$ cat config.mk
export PLATFORM = sky130hd
export DESIGN_NAME = fetch_unit
export DESIGN_NICKNAME = d
export VERILOG_FILES = /design/src/rtl/fetch_unit.sv
export SDC_FILE = /design/constraint.sdc
export NUM_CORES = 1
export LEC_CHECK = 0
export BUFFER_PORTS_ARGS = -buffer_cell sky130_fd_sc_hd__buf_4
export CORE_ASPECT_RATIO = 1.1
export CORE_MARGIN = 2
export CORE_UTILIZATION = 55
export DETAILED_ROUTE_END_ITERATION = 7
export GPL_TIMING_DRIVEN = 0
export PLACE_DENSITY = 0.76
export RECOVER_POWER = 100
export SYNTH_ARGS = -nofsm -noshare
export SYNTH_HDL_FRONTEND = slang
export SYNTH_SLANG_ARGS = --single-unit
$ cat constraint.sdc
create_clock -name clk -period 9.6 [get_ports clk]
set_clock_uncertainty 0.2 [all_clocks]
set_input_delay 1.92 -clock clk [delete_from_list [all_inputs] [get_ports clk]]
set_output_delay 1.92 -clock clk [all_outputs]
set_load 0.005 [all_outputs]
$ cat src/rtl/fetch_unit.sv
// Instruction fetch initiator: owns the fetch PC, issues sequential requests to a
// synchronous-read instruction memory and buffers returned words for decode.
module fetch_unit #(
    parameter logic [31:0] RESET_PC = 32'h0000_0000,
    parameter int          DEPTH    = 2
) (
    input  logic        clk,
    input  logic        rst,
    output logic [31:0] imem_addr,
    output logic        imem_req,
    input  logic [31:0] imem_rdata,
    output logic        instr_valid,
    input  logic        instr_ready,
    output logic [31:0] instr_data,
    output logic [31:0] instr_pc,
    input  logic        redirect_valid,
    input  logic [31:0] redirect_pc
);

    localparam int PW = (DEPTH > 1) ? $clog2(DEPTH) : 1;
    localparam int CW = $clog2(DEPTH + 1);
    localparam logic [CW-1:0] DEPTH_C  = CW'(DEPTH);
    localparam logic [PW-1:0] LAST_PTR = PW'(DEPTH - 1);

    logic [31:0]   fetch_pc;
    logic [31:0]   inflight_pc;
    logic          inflight;
    logic [31:0]   fifo_pc   [DEPTH];
    logic [31:0]   fifo_word [DEPTH];
    logic [PW-1:0] rd_ptr;
    logic [PW-1:0] wr_ptr;
    logic [CW-1:0] count;
    logic [CW-1:0] occupancy;
    logic          pop;
    logic          push;
    logic          issue;

    function automatic logic [PW-1:0] next_ptr(input logic [PW-1:0] p);
        return (p == LAST_PTR) ? '0 : p + PW'(1);
    endfunction

    // A pop this cycle frees a slot, so a full buffer may still issue (pop credit).
    assign occupancy   = count + CW'(inflight);
    assign instr_valid = (count != '0) & ~redirect_valid;
    assign pop         = instr_valid & instr_ready;
    assign push        = inflight & ~redirect_valid;
    assign issue       = ~rst & ~redirect_valid & ((occupancy < DEPTH_C) | pop);

    assign imem_req    = issue;
    assign imem_addr   = fetch_pc;
    assign instr_data  = fifo_word[rd_ptr];
    assign instr_pc    = fifo_pc[rd_ptr];

    always_ff @(posedge clk or posedge rst) begin
        if (rst) begin
            fetch_pc    <= RESET_PC;
            inflight    <= 1'b0;
            inflight_pc <= '0;
            count       <= '0;
            rd_ptr      <= '0;
            wr_ptr      <= '0;
        end else if (redirect_valid) begin
            // Redirect drops both buffered and in-flight work; low address bits are forced to word alignment.
            fetch_pc <= redirect_pc & 32'hFFFF_FFFC;
            inflight <= 1'b0;
            count    <= '0;
            rd_ptr   <= '0;
            wr_ptr   <= '0;
        end else begin
            inflight <= issue;
            if (issue) begin
                fetch_pc    <= fetch_pc + 32'd4;
                inflight_pc <= fetch_pc;
            end
            if (pop) begin
                rd_ptr <= next_ptr(rd_ptr);
            end
            if (push) begin
                wr_ptr <= next_ptr(wr_ptr);
            end
            case ({push, pop})
                2'b10:   count <= count + CW'(1);
                2'b01:   count <= count - CW'(1);
                default: count <= count;
            endcase
        end
    end

    always_ff @(posedge clk or posedge rst) begin
        if (rst) begin
            for (int i = 0; i < DEPTH; i++) begin
                fifo_pc[i]   <= '0;
                fifo_word[i] <= '0;
            end
        end else if (push) begin
            fifo_pc[wr_ptr]   <= inflight_pc;
            fifo_word[wr_ptr] <= imem_rdata;
        end
    end

endmodule

### Word level (Yosys, flattened, before mapping)

Cells that the tools add are included.

* $add $sub $neg: 6
* magnitude comparators: 4
* bitwise operators: 10
* equal/unequal tests: 2
* multiplexer cells: 21
* reduce and logical (&&, ||, !) cells: 7

Operators by type and width (count)
* $mux 32: 9
* $bwmux 64: 2
* $add 32x3->32 const B: 1
* $demux 32 s1: 1
* $reduce_bool 2->1: 4
* $mux 1: 7
* $and 1x1->1: 5
* $ge 2x2->1 const B: 2
* $not 1->2: 2
* $pmux 2 s2: 1
* $reduce_bool 3->1: 1
* $add 1x1->1 const B: 2
* $add 2x1->2: 1
* $add 2x1->2 const B: 1
* $eq 2x1->1 const B: 1
* $eq 2x2->1 const B: 1
* $lt 2x1->1 const B: 1
* $lt 2x2->1 const B: 1
* $mux 2: 1
* $not 1->1: 2
* $reduce_and 2->1: 1
* $sub 2x1->2 const B: 1
* $logic_and 1x1->1: 1
* $or 1x1->1: 1

* bits of input ports: 68
* bits in registers: 197
* logic and storage cells: 60

### Logic depth before layout (Yosys ltp)

* word-level depth: 7
* mapped depth: 8
* depth with buffers taken out: 6

### Worst setup path before layout

No wires, ideal clock.

* path kind: input to output
* from: input instr_ready
* to: output imem_req
* data required time: 7480 ps
* data arrival time: 2979 ps
* cell stages on the path: 4
* buffers on the path: 1
* setup slack: 4501 ps
* cell sequence: and4bb_1 a211o_1 nor2_1 clkbuf_1

* longest elaborated chain between the ends: 3

Ends and longest elaborated chain
* start: declaration: RTL line 13 `input logic instr_ready,`
* $and 1x1->1: RTL line 45 `assign pop = instr_valid & instr_ready;`
* $or 1x1->1: RTL line 47 `assign issue = ~rst & ~redirect_valid & ((occupancy < DEPTH_C) | pop);`
* $and 1x1->1: RTL line 47
* end: declaration: RTL line 10 `output logic imem_req,`

Every way passes these cells.

==> impl_metrics.py <==
metrics = {
    "status": {
        "status": "finished, violations left",
        "violations": "capacitance limit, slew limit",
    },
    "grt": {
        "grt_max_degree": 100,
        "grt_use_total_pct": 24.2,
        "grt_overflow_total": 0,
        "grt_first_pass_wirelength_microns": 30600,
        "antenna_found_initial": 0,
        "grt_pass1_vias": 6089,
    },
    "place": {
        "portBuffers": 158,
        "place_area_sq_um": 9930,
        "place_congestion": 0.790,
        "detailed_place_hpwl_microns": 13300,
        "pre_cts_slack_ns": 3.86,
    },
    "final_layout": {
        "diodes": 0,
        "areaGrowthSynthToFinish_pct": 23.0,
        "final_nets": 881,
        "n_fill_cell": 1145,
        "drive_gt1_share_pct": 47.2,
        "finalInstanceArea_sq_um": 10400,
    },
    "pwr": {
        "power.total_w": 0.00234,
        "clkPwrFrac_pct": 29.2,
        "power_switching_w": 0.000605,
        "intPower_w": 0.00174,
        "power_leakage_nw": 4.60,
        "power_density_nw_per_um2": 225,
        "power_frac_seq_pct": 48.0,
        "combPwrFrac_pct": 22.8,
        "vdd_drop_max_uv": 121,
        "swShare_pct": 25.9,
    },
    "sta": {
        "tightest_slew_ns": 3.86,
        "rsz0062_at_grt": "no",
        "hold_viol": 0,
        "hold_slack_ns": 0.300,
        "fin_crit_ns": 6.39,
        "final_max_slew_viol_count": 192,
        "setup_slack_ns": 3.21,
        "finalCritPeriodShare_pct": 66.6,
        "setup_violations": 0,
        "slew_headroom_pct": -159,
        "max_freq_mhz": 156,
        "tns_ns": 0,
    },
    "synth": {
        "synth_top_cell_by_area": "dfrtp_1",
        "netlist_instances": 631,
        "synth_ff_type": "dfrtp_1",
        "ys_seq_elements": 189,
        "ys_warn_count": 0,
        "synthArstFlopShare_pct": 100,
        "synth.distinct_cells": 42,
        "yosys.area.top_type_share_pct": 56.0,
        "yosysMostFrequentCell": "mux2_2",
        "yosys-top-cells-count": "mux2_2 (219), dfrtp_1 (189), nand2_1 (32)",
        "synth_area_sq_um": 8450,
        "synth_area_leaders": "dfrtp_1 (56%), mux2_2 (29%), xor2_1 (1.9%)",
        "avgSynthCellArea_sq_um": 13.4,
        "yosysSeqAreaShare_pct": 56.0,
        "synth-edff-count": 0,
    },
    "clock_tree": {
        "cts-htree-levels": 4,
        "cts_tree": "built",
        "cts_buffers": 17,
        "clk_pin_slew_ns": 0.06,
        "cts-resized-gates": 0,
        "clk-insertion-delay-late_ns": 0.43,
        "clock_sinks": 189,
        "postCtsSetupBuffers": 0,
        "cts-root-buf": "clkbuf_16",
        "clock_path_buffers": 2,
        "hold_buffers": 0,
    },
    "floorplan": {
        "row_count": 47,
        "dieHeight_microns": 134,
        "initial_utilization_pct": 56.2,
        "die-area_sq_um": 16400,
        "die_x_microns": 122,
        "coreArea_sq_um": 15100,
        "ios": 166,
    },
    "hold_path": {
        "hold_class": "reg2reg",
    },
    "route": {
        "avgRoutedWirePerCell_microns": 18.4,
        "vias_per_cell": 5.59,
        "drt_iter0_markers": 272,
        "detail-route-antenna-nets": 0,
        "wirelength_microns": 18700,
        "vias": 5709,
        "first_pass_iters": 4,
        "drc": 0,
    },
    "worst_setup_path": {
        "cp_data_required_time_ns": 9.45,
        "arrival_ns": 6.24,
        "start_kind": "input pin",
        "end_kind": "asynchronous set/reset pin",
        "worstPathMaxFanout": 99,
        "path_class": "in2async",
    },
    "flow_run": {
        "maxCapViolations": 2,
    },
}
==> state kept, by name, indices dropped and copies added, names as in the netlist <==
register and count:
inflight 1, imem_addr 30, fifo_word 64, inflight_pc 30, count 2, fifo_pc 60
wr_ptr 1, rd_ptr 1
==> placed cells by master (no fill, tap or decap), types with 4 or more instances in the layout <==
cell type  count
o21ai_0       24
clkbuf_4      70
clkbuf_1      58
xor2_1        18
nand2_1       32
mux2_2       214
clkbuf_16     17
mux2_1         5
nand4_1       14
dfrtp_1      189
nor4_1         5
a31oi_1        4
and3_1         6
nor2_1        18
xnor2_1        6
conb_1         4
nand3_1       17
buf_4         73
==> routing by layer <==
metal | wire [microns] | share of wire [%] | track usage [%]
met1 | 7750 | 41 | 30.2
met2 | 9570 | 51 | 41.1
met3 | 1120 | 6.0 | 6.46
met4 | 300 | 1.6 | 7.54
met5 | 0 | 0 | 0
==> stage by stage <==
stage | std cells | utilization [%]
2_1_floorplan | 634 | -
3_3_place_gp | 988 | 65.7
3_5_place_dp | 989 | 66.0
4_1_cts | 1021 | 69.8
5_1_grt | 1021 | 69.0
6_report | 1021 | 69.0
==> final timing paths <==
path | start | end | slack [ns] | cells past startpoint
hold / removal | fifo_word[17]$_DFFE_PP0P_ | fifo_word[17]$_DFFE_PP0P_ | 0.30 | 1
setup / recovery | rst | imem_addr[17]$_DFFE_PP0P_ | 3.21 | 3
setup reg to reg | imem_addr[8]$_DFFE_PP0P_ | imem_addr[27]$_DFFE_PP0P_ | 6.82 | 6
max in group clk | instr_ready | imem_req | 3.70 | 6
min in group asynchronous | rst | imem_addr[21]$_DFFE_PP0P_ | 2.46 | 2
hold reg to reg | fifo_word[17]$_DFFE_PP0P_ | fifo_word[17]$_DFFE_PP0P_ | 0.30 | 1
==> critical path, cell delays in order <==
cell	delay, ns
clkbuf_1	0.11
clkinvlp_2	2.16
clkbuf_2	1.95
==> power groups by stage <==
stage / clock network [W] / registers, W / logic, W
floorplan: 0 / 0.00109 / 0.000336
global placement: 0 / 0.00112 / 0.000547
detailed placement: 0 / 0.00114 / 0.000566
CTS: 0.000694 / 0.00112 / 0.000570
global route: 0.000728 / 0.00115 / 0.000584
finish: 0.000685 / 0.00112 / 0.000534
==> cells by family after synthesis <==
family	synth area share, %
multiplexers	29.5
flip-flops	56.0
AND/OR/NAND/NOR	6.72
buffers and inverters	2.41
AO/OA/AOI/OAI	2.71
XOR/XNOR	2.49
adder cells (fa/ha/maj)	0.148
other	0.0444
==> area by class of cell <==
class	instances	area, sq um	area share (%)
inverters	3	12.5	0.120
well taps	196	245	2.36
plain buffers	41	193	1.85
flip-flops and latches	189	4730	45.5
multi-input cells	401	3530	33.9
repair buffers	159	1120	10.7
clock inverters	9	114	1.10
clock buffers	23	458	4.41
No activity file was read; power rests on OpenSTA's default activity.
